===== src/rtl/button_pkg.sv =====
// Shared types and default geometry for the purple button / lift controller.
package button_pkg;

  typedef enum logic [1:0] {
    IDLE_DOWN = 2'd0,
    RISING    = 2'd1,
    IDLE_UP   = 2'd2,
    FALLING   = 2'd3
  } lift_state_t;

  localparam int COORD_W          = 10;
  localparam int OFFSET_W         = 7;

  localparam int BTN0_X_DEF       = 172;
  localparam int BTN0_Y_DEF       = 241;
  localparam int BTN1_X_DEF       = 520;
  localparam int BTN1_Y_DEF       = 178;
  localparam int BTN_W_DEF        = 20;
  localparam int BTN_H_DEF        = 10;
  localparam int STEP_DEF         = 1;
  localparam int LIFT_MAX_DEF     = 60;
  localparam int HOLD_FRAMES_DEF  = 8;

  // Half-open interval test lo <= v < lo+len, done in 11 bits so lo+len
  // cannot wrap for any 10-bit box.
  function automatic logic in_range(input logic [COORD_W-1:0] v,
                                    input int lo, input int len);
    logic [COORD_W:0] lo_w;
    logic [COORD_W:0] hi_w;
    lo_w = (COORD_W+1)'(lo);
    hi_w = (COORD_W+1)'(lo + len);
    return ({1'b0, v} >= lo_w) && ({1'b0, v} < hi_w);
  endfunction

endpackage


===== src/rtl/button_press_latch.sv =====
// One floor button: occupancy compare against both players' feet, the
// release hold counter and the registered push flag. All updates are gated
// by the frame tick.
// Build option: BUTTON_LIFT_LATCH_EN makes the push flag one-shot (sticky
// until reset) and removes the hold counter.
module button_press_latch
  import button_pkg::*;
#(
  parameter int BTN_X       = BTN0_X_DEF,
  parameter int BTN_Y       = BTN0_Y_DEF,
  parameter int BTN_W       = BTN_W_DEF,
  parameter int BTN_H       = BTN_H_DEF,
  parameter int HOLD_FRAMES = HOLD_FRAMES_DEF
) (
  input  logic               clk,
  input  logic               rst_n,
  input  logic               tick_i,
  input  logic [COORD_W-1:0] p0_x_i,
  input  logic [COORD_W-1:0] p0_y_i,
  input  logic [COORD_W-1:0] p1_x_i,
  input  logic [COORD_W-1:0] p1_y_i,
  output logic               push_o
);

  logic occupied;
  logic push_q, push_d;

  // Either foot inside the hit box occupies the button.
  always_comb begin
    occupied = (in_range(p0_x_i, BTN_X, BTN_W) && in_range(p0_y_i, BTN_Y, BTN_H)) ||
               (in_range(p1_x_i, BTN_X, BTN_W) && in_range(p1_y_i, BTN_Y, BTN_H));
  end

`ifdef BUTTON_LIFT_LATCH_EN
  // One-shot press: once set the flag never clears before reset.
  always_comb begin
    push_d = push_q;
    if (tick_i && occupied) push_d = 1'b1;
  end
`else
  localparam int                CNT_W    = $clog2(HOLD_FRAMES + 1);
  localparam logic [CNT_W-1:0] CNT_LAST = CNT_W'(HOLD_FRAMES - 1);

  logic [CNT_W-1:0] cnt_q, cnt_d;

  // Press sets immediately; release needs HOLD_FRAMES consecutive empty ticks.
  always_comb begin
    // NOTE: every comb output gets a default first so no path leaves it unassigned (no latch).
    push_d = push_q;
    cnt_d  = cnt_q;
    if (tick_i) begin
      if (occupied) begin
        push_d = 1'b1;
        cnt_d  = '0;
      end else if (push_q) begin
        if (cnt_q == CNT_LAST) begin
          push_d = 1'b0;
          cnt_d  = '0;
        end else begin
          cnt_d = cnt_q + CNT_W'(1);
        end
      end
    end
  end

  // Hold counter register.
  always_ff @(posedge clk or negedge rst_n) begin
    if (!rst_n) cnt_q <= '0;
    else        cnt_q <= cnt_d;
  end
`endif

  // Push flag register.
  always_ff @(posedge clk or negedge rst_n) begin
    // NOTE: state registers use non-blocking <= so every flop samples pre-edge values.
    if (!rst_n) push_q <= 1'b0;
    else        push_q <= push_d;
  end

  assign push_o = push_q;

endmodule


===== src/rtl/button_lift_ctrl.sv =====
// Purple button / lift controller: synchronises the frame clock into a
// one-Clk tick, runs two button press latches and sequences the shared lift.
// Build option: BUTTON_LIFT_LATCH_EN (one-shot buttons, see button_press_latch).
module button_lift_ctrl
  import button_pkg::*;
#(
  parameter int BTN0_X      = BTN0_X_DEF,
  parameter int BTN0_Y      = BTN0_Y_DEF,
  parameter int BTN1_X      = BTN1_X_DEF,
  parameter int BTN1_Y      = BTN1_Y_DEF,
  parameter int BTN_W       = BTN_W_DEF,
  parameter int BTN_H       = BTN_H_DEF,
  parameter int STEP        = STEP_DEF,
  parameter int LIFT_MAX    = LIFT_MAX_DEF,
  parameter int HOLD_FRAMES = HOLD_FRAMES_DEF
) (
  input  logic                Clk,
  input  logic                Reset_n,
  input  logic                frame_clk,
  input  logic [COORD_W-1:0]  p0_x,
  input  logic [COORD_W-1:0]  p0_y,
  input  logic [COORD_W-1:0]  p1_x,
  input  logic [COORD_W-1:0]  p1_y,
  output logic                is_button_purple_push1,
  output logic                is_button_purple_push2,
  output logic [OFFSET_W-1:0] lift_offset,
  output logic                lift_moving,
  output logic [1:0]          lift_state
);

  // Offset arithmetic is done one bit wider so offset+STEP cannot wrap.
  localparam logic [OFFSET_W:0] STEP_W = (OFFSET_W+1)'(STEP);
  localparam logic [OFFSET_W:0] MAX_W  = (OFFSET_W+1)'(LIFT_MAX);

  logic [1:0]          sync_q;
  logic                prev_q;
  logic                tick_q;
  logic                push1, push2;
  logic                any_push;
  lift_state_t         state_q, state_d;
  logic [OFFSET_W-1:0] offset_q, offset_d;
  logic [OFFSET_W:0]   up_sum;
  logic [OFFSET_W-1:0] up_val, down_val;

  // Two-flop synchroniser plus registered rising-edge detect -> one tick per frame.
  always_ff @(posedge Clk or negedge Reset_n) begin
    if (!Reset_n) begin
      sync_q <= '0;
      prev_q <= 1'b0;
      tick_q <= 1'b0;
    end else begin
      sync_q <= {sync_q[0], frame_clk};
      prev_q <= sync_q[1];
      tick_q <= sync_q[1] & ~prev_q;
    end
  end

  button_press_latch #(
    .BTN_X(BTN0_X), .BTN_Y(BTN0_Y), .BTN_W(BTN_W), .BTN_H(BTN_H),
    .HOLD_FRAMES(HOLD_FRAMES)
  ) u_btn0 (
    .clk(Clk), .rst_n(Reset_n), .tick_i(tick_q),
    .p0_x_i(p0_x), .p0_y_i(p0_y), .p1_x_i(p1_x), .p1_y_i(p1_y),
    .push_o(push1)
  );

  button_press_latch #(
    .BTN_X(BTN1_X), .BTN_Y(BTN1_Y), .BTN_W(BTN_W), .BTN_H(BTN_H),
    .HOLD_FRAMES(HOLD_FRAMES)
  ) u_btn1 (
    .clk(Clk), .rst_n(Reset_n), .tick_i(tick_q),
    .p0_x_i(p0_x), .p0_y_i(p0_y), .p1_x_i(p1_x), .p1_y_i(p1_y),
    .push_o(push2)
  );

  // Push flags are registers, so the lift always sees the pre-tick values.
  assign any_push = push1 | push2;

  // Saturating step values in both directions.
  always_comb begin
    up_sum   = {1'b0, offset_q} + STEP_W;
    up_val   = (up_sum >= MAX_W) ? MAX_W[OFFSET_W-1:0] : up_sum[OFFSET_W-1:0];
    down_val = ({1'b0, offset_q} <= STEP_W) ? '0 : offset_q - STEP_W[OFFSET_W-1:0];
  end

  // Lift state and offset registers.
  always_ff @(posedge Clk or negedge Reset_n) begin
    if (!Reset_n) begin
      state_q  <= IDLE_DOWN;
      offset_q <= '0;
    end else begin
      state_q  <= state_d;
      offset_q <= offset_d;
    end
  end

  // Lift next state; a direction reversal spends its tick without moving.
  always_comb begin
    state_d  = state_q;
    offset_d = offset_q;
    if (tick_q) begin
      case (state_q)
        IDLE_DOWN: if (any_push) state_d = RISING;
        RISING: begin
          if (!any_push) begin
            state_d = FALLING;
          end else begin
            offset_d = up_val;
            if ({1'b0, up_val} == MAX_W) state_d = IDLE_UP;
          end
        end
        IDLE_UP: if (!any_push) state_d = FALLING;
        FALLING: begin
          if (any_push) begin
            state_d = RISING;
          end else begin
            offset_d = down_val;
            if (down_val == '0) state_d = IDLE_DOWN;
          end
        end
        default: state_d = IDLE_DOWN;
      endcase
    end
  end

  // Outputs.
  always_comb begin
    is_button_purple_push1 = push1;
    is_button_purple_push2 = push2;
    lift_offset            = offset_q;
    lift_state             = state_q;
    lift_moving            = (state_q == RISING) || (state_q == FALLING);
  end

endmodule


===== config.mk =====
export PLATFORM = sky130hd
export DESIGN_NAME = button_lift_ctrl
export DESIGN_NICKNAME = d
export VERILOG_FILES = /design/src/rtl/button_pkg.sv /design/src/rtl/button_press_latch.sv /design/src/rtl/button_lift_ctrl.sv
export SDC_FILE = /design/constraint.sdc
export NUM_CORES = 1
export LEC_CHECK = 0
export ABC_AREA = 1
export CAP_MARGIN = 15
export CORE_MARGIN = 4
export CORE_UTILIZATION = 35
export DETAILED_ROUTE_END_ITERATION = 16
export GPL_TIMING_DRIVEN = 1
export PLACE_DENSITY = 0.62
export SLEW_MARGIN = 0
export SYNTH_ARGS = -nofsm -noshare
export SYNTH_HDL_FRONTEND = slang
export SYNTH_HIERARCHICAL = 1
export SYNTH_SLANG_ARGS = --single-unit

===== constraint.sdc =====
create_clock -name Clk -period 2.05 [get_ports Clk]
set_input_delay 0.3075 -clock Clk [delete_from_list [all_inputs] [get_ports Clk]]
set_output_delay 0.3075 -clock Clk [all_outputs]
set_load 0.005 [all_outputs]

======== After elaboration in Yosys (flattened, before gate mapping) ========
Index checks and enable logic that the tools add are counted.
word-level totals
  flip-flop bits (word level) ............. 23
  output and inout bits ................... 12
operators by class
  add/subtract/negate cells ............... 4
  $lt $le $gt $ge ......................... 18
  equality and inequality tests ........... 12
  muxes and demuxes ....................... 24
  bitwise logic cells ..................... 3
  reductions and logical operators ........ 24
operators with widths
  operator                number
  $ge A10 B8 Y1 const B   6
  $lt A10 B8 Y1 const B   6
  $mux W7                 4
  $mux W4                 6
  $ge A10 B10 Y1 const B  2
  $lt A10 B10 Y1 const B  2
  $pmux W7 S2             1
  $logic_and A1 B1 Y1     12
  $mux W2                 6
  $add A4 B1 Y4 const B   2
  $add A7 B1 Y8 const B   1
  $eq A4 B3 Y1 const B    2
  $ge A8 B6 Y1 const B    1
  $ne A2 B2 Y1 const B    4
  $pmux W2 S4             1
  $eq A7 B6 Y1 const B    1
  $le A7 B1 Y1 const B    1
  $logic_not A7 Y1        1
  $sub A7 B1 Y7 const B   1
  $mux W1                 6
  $ne A3 B3 Y1 const B    2
  $reduce_bool A2 Y1      3
  $reduce_and A5 Y1       1
  $eq A2 B2 Y1 const B    2
  other kinds (8)         11

======== Longest topological paths before layout ========
  depth in word-level cells ............... 7
  mapped depth ............................ 14

======== Modules after synthesis ========
The synthesis kept the hierarchy.
by module, submodules not included
  module                        instances  cells each  area each (um2)  sequential area each (um2)
  button_lift_ctrl              1          147         1046.0           325.3
  button_press_latch at u_btn0  1          105         555.5            125.1
  button_press_latch at u_btn1  1          71          454.2            125.1

======== Least setup slack after synthesis ========
Ideal clock, no wire load.
  path kind ............................... register to register
  start ................................... reg offset_q[0], in the netlist lift_offset[0]
  end ..................................... reg state_q[0], in the netlist lift_state[0]
  data arrival time ....................... 1.474 ns
  path slack .............................. 0.459 ns
  cell stages (with the launch flop) ...... 14
  path through ............................ dfrtp_1 > ha_1 > nand2_1 > inv_1 > nor2_1 > nand3_1 > nor2_1 > nand2_2 > nand3_2 > nand2_1 > nand2_2 > nand2_2 > nand2_1 > nand2_1
between the ends
  longest elaborated chain between the ends .. 6
  elaborated cells between the ends (all ways) .. 11
  those cells by class .................... add/sub (2); order compare (2); eq/ne (3); mux (2); reduce/logical (2)
ends and longest elaborated chain
  what                             line                     RTL
  from (decl)                      button_lift_ctrl.sv:41   logic [OFFSET_W-1:0] offset_q, offset_d;
  from (signal assigned)           button_lift_ctrl.sv:93   offset_q <= offset_d;
  $add A7 B1 Y8                    button_lift_ctrl.sv:81   up_sum = {1'b0, offset_q} + STEP_W;
  $ge A8 B6 Y1                     button_lift_ctrl.sv:82   up_val = (up_sum >= MAX_W) ? MAX_W[OFFSET_W-1:0] : up_sum[OFFSET_W-1:0];
  $mux W7                          button_lift_ctrl.sv:82
  $eq A7 B6 Y1                     button_lift_ctrl.sv:109  if ({1'b0, up_val} == MAX_W) state_d = IDLE_UP;
  $ne A3 B3 Y1 (no line)           --
  $reduce_and A5 Y1 (no line) (*)  --
  to (signal assigned)             button_lift_ctrl.sv:92   state_q <= state_d;
  to (decl)                        button_lift_ctrl.sv:40   lift_state_t state_q, state_d;
Mark *: on every way between the ends. The rest lies on a longest branch, timed or not.
A chain may end at the register's enable or synchronous reset.

======== Final worst setup path ========
  start ................................... reg state_q[1], in the netlist lift_state[1]
  end ..................................... out lift_moving
between the ends
  longest elaborated chain between the ends .. 2
  elaborated cells between the ends (all ways) .. 3
  those cells by class .................... eq/ne (2); reduce/logical (1)
ends and longest elaborated chain
  what                                          line                     RTL
  $eq A2 B1 Y1 or $eq A2 B2 Y1 (tied branches)  button_lift_ctrl.sv:132  lift_moving = (state_q == RISING) || (state_q == FALLING);
  $logic_or A1 B1 Y1 (*)                        button_lift_ctrl.sv:132
  to (decl)                                     button_lift_ctrl.sv:27   output logic lift_moving,
Marks and branches as above.

==> flow_summary_export.csv <==
group,metric,value,unit
worst_setup_path,crit_chain,"inv_1 > ha_2 > nor2_1 > inv_1 > clkdlybuf4s50_1",
global_routing,grt_pass1_vias,1870,
floorplanning,core-area,5608,um^2
global_routing,grt_usage,13.27,%
final_layout,finalNetCount,432,
min_path,whs_endpoint,"sync_q[1]",
power,power_frac_comb,57.1,%
route,vias,2080,
clocking,clock_path_buffers,2,
sta,rsz0062_at_grt,"no",
worst_setup_path,slowest_stage,"clkdlybuf4s50_1",
floorplanning,core.rowCount,27,
clocking,clk_pin_slew,0.08,ns
final_layout,stdcell_area,2700,um^2
route,drt-total-wl,4.608,mm
yosys,synthCells,323,
power,internal-power,1.463,mW
yosys,syn_nets,376,
route,drt_first_iter_violations,72,
power,p_seq_share,32.3,%
sta,drv_slew,0,
clocking,cts_tree,"yes",
yosys,synth_common_cells,"96 x nand2_1, 45 x nor2_1, 39 x inv_1, 37 x nand3_1, 23 x dfrtp_1",
yosys,ys_ff_latch,23,
worst_setup_path,crit_family,"buffers and inverters",
worst_setup_path,r2r_end,"lift_state[1]",
global_routing,grt_overflow_total,0,
route,drt-pass1-iter-count,4,
sta,fmax,0.5141,GHz
clocking,root_buffer,"clkbuf_8",
power,switchingPower,1.194,mW
clocking,cts_hold_buf,0,
route,wl_per_cell,10.24,um
worst_setup_path,cpPeakStageDelay,0.50,ns
run_status,outcome,"finished clean",
yosys,yosysTopAreaCell,"dfrtp_1",
final_layout,syn_to_final_growth,31.35,%
sta,setup_violations,0,
sta,relSlewSlack,78.81,%
yosys,synth-xor-area-share,2.130,%
worst_setup_path,crit_arrival,1.64,ns
sta,fin_setup_tns,0,ns
worst_setup_path,reg2reg_slack,0.25,ns
yosys,yosys.area_share.simple,48.57,%
place,placed_cell_area,2653,um^2
power,ir_worst_vdd,0.4782,mV
floorplanning,dieWidth,84.64,um
clocking,cts_sinks,23,
place,routabilityCongestion,0.9168,
worst_setup_path,required,1.74,ns
clocking,insertion_delay,0.26,ns
final_layout,n_antenna_cell,0,
final_layout,drive_gt1_share,11.64,%
sta,tightestPinTransition,0.3179,ns
floorplanning,die_y,84.64,um
yosys,yosys.area.top_type_share,28.00,%
yosys,yosysWarnings,6,
min_path,min-delay-start,"sync_q[0]",
route,drc,0,
sta,min_period,1.945,ns
job,cap_violations,0,
yosys,synthesis.area,2056,um^2
global_routing,antenna_found_initial,0,
min_path,hold_depth,0,
clocking,h-tree-depth,1,
power,p_leak,1.326,nW
worst_setup_path,crit_top_cell,"inv_1",
sta,finalCritPeriodShare,94.88,%
yosys,syn_avg_cell_area,6.364,um^2
worst_setup_path,path_max_fanout,5,
place,hpwlAfterDp,3.888,mm
route,antenna_left,0,
final_layout,final_core_util,48.15,%
worst_setup_path,r2r_start,"lift_offset[0]",
sta,hold_viol,0,
power,clkPwrFrac,10.6,%
yosys,synthAdderAreaFrac,6.086,%
yosys,synth_top_family_by_area,"simple AND/OR/NAND/NOR gates",
global_routing,grt_pass1_wl,8.066,mm
clocking,numCtsBuffers,3,
worst_setup_path,crit_type,"flop to output port",
yosys,synthDistinctLibCells,26,
sta,skew,0.002425,ns
yosys,synth_flop_cell,"dfrtp_1",
place,io_buffers,50,
min_path,min_path_type,"flop to flop",
global_routing,grt_max_degree,24,
floorplanning,die_area,7164,um^2
floorplanning,start_util,36.66,%
yosys,synth-compound-area-share,6.391,%
power,switching_share,44.94,%
worst_setup_path,cp-end-kind,"output port",
floorplanning,ios,55,
worst_setup_path,ff2ff_path_depth,13,
power,p_per_area,983.9,nW/um^2
worst_setup_path,cp-start-kind,"flop",
yosys,synth_area_leaders,"dfrtp_1 28%, nand2_1 18%, nand3_1 9.0%",
yosys,synth_seq_area_share,28.00,%
yosys,async_reset_ff_share,100.0,%
route,viasPerCell,4.622,
worst_setup_path,crit_buf_inv,3,
yosys,synthMuxAreaShare,0,%
yosys,yosysMostFrequentCell,"nand2_1",
yosys,synth_edf_count,0,
area by class of cell:
type,instances,area [um^2]
flip-flops and latches,23,575.6
inverters,44,165.2
fillers,608,2908
multi-input cells,254,1301
clock buffers,4,45.04
repair buffers,53,523.0
well taps,72,90.09
routing by layer:
metal	part of all wire [%]	global-route usage (%)	vias to the layer above
li1	-	-	1132
met1	49	17.54	918
met2	48	22.78	28
met3	3.1	2.159	2
met4	0.63	2.734	0
met5	0	0	-
stage by stage:
step | power (mW) | hold slack [ns] | instances | setup WS (ns)
global route | 2.965 | 0.3660 | 450 | 0.007842
finish | 2.657 | 0.3555 | 450 | 0.1049
global placement | 2.373 | 0.3347 | 446 | 0.2959
CTS | 2.683 | 0.3587 | 450 | 0.06296
detailed placement | 2.386 | 0.3389 | 446 | 0.2859
floorplan | 1.850 | 0.01191 | 323 | 0.4586
power by group through the flow:
stage / Sequential [mW] / Combinational (mW) / Clock, mW
after floorplan: 0.819 / 1.03 / 0
after global placement: 0.863 / 1.51 / 0
after detailed placement: 0.866 / 1.52 / 0
after CTS: 0.857 / 1.53 / 0.300
after global routing: 0.901 / 1.75 / 0.317
final: 0.858 / 1.52 / 0.283
state kept, by name, summed over array words and instances, names as in the netlist:
| register | flops |
|---|---|
| lift_offset | 7 |
| lift_state | 2 |
| prev_q | 1 |
| sync_q | 2 |
| tick_q | 1 |
| u_btn0/cnt_q | 4 |
| u_btn0/push_o | 1 |
| u_btn1/cnt_q | 4 |
| u_btn1/push_o | 1 |
what timing repair did:
item / 4_1_cts / 5_1_grt
endpoints found under the setup margin: 0 / 1
resized for setup: 0 / 1
buffers inserted: 0 / 0
cell families after synthesis:
family                   Yosys count
flip-flops                        23
AO/OA/AOI/OAI                     23
buffers and inverters             46
AND/OR/NAND/NOR                  216
adder cells (fa/ha/maj)           10
XOR/XNOR                           5
worst max path at each step:
stage | from | to | slack (ns) | cells after the start
after floorplan | lift_offset[0] | lift_state[0] | 0.46 | 13
after global placement | lift_offset[0] | lift_state[0] | 0.30 | 13
after detailed placement | lift_offset[0] | lift_state[1] | 0.29 | 13
after CTS | lift_state[1] | lift_moving | 0.06 | 5
after global routing | lift_offset[1] | lift_state[1] | 0.008 | 13
final | lift_state[1] | lift_moving | 0.10 | 5
layout by cell type (no fill, tap or decap), types with 2 or more instances in the layout:
master,instances
nand2_1,96
clkdlybuf4s50_1,50
nor2_1,45
inv_1,39
nand3_1,37
dfrtp_1,23
nor2_2,13
o21ai_0,9
ha_1,9
nand2_2,7
nand3_2,6
a21oi_1,6
inv_2,5
nand3b_1,4
xor2_1,4
nand4_1,3
o21ai_1,3
clkbuf_8,3
buf_4,3
nor2_4,2
o22ai_1,2
nand2_4,2
No activity file was read; power rests on OpenSTA's default activity.
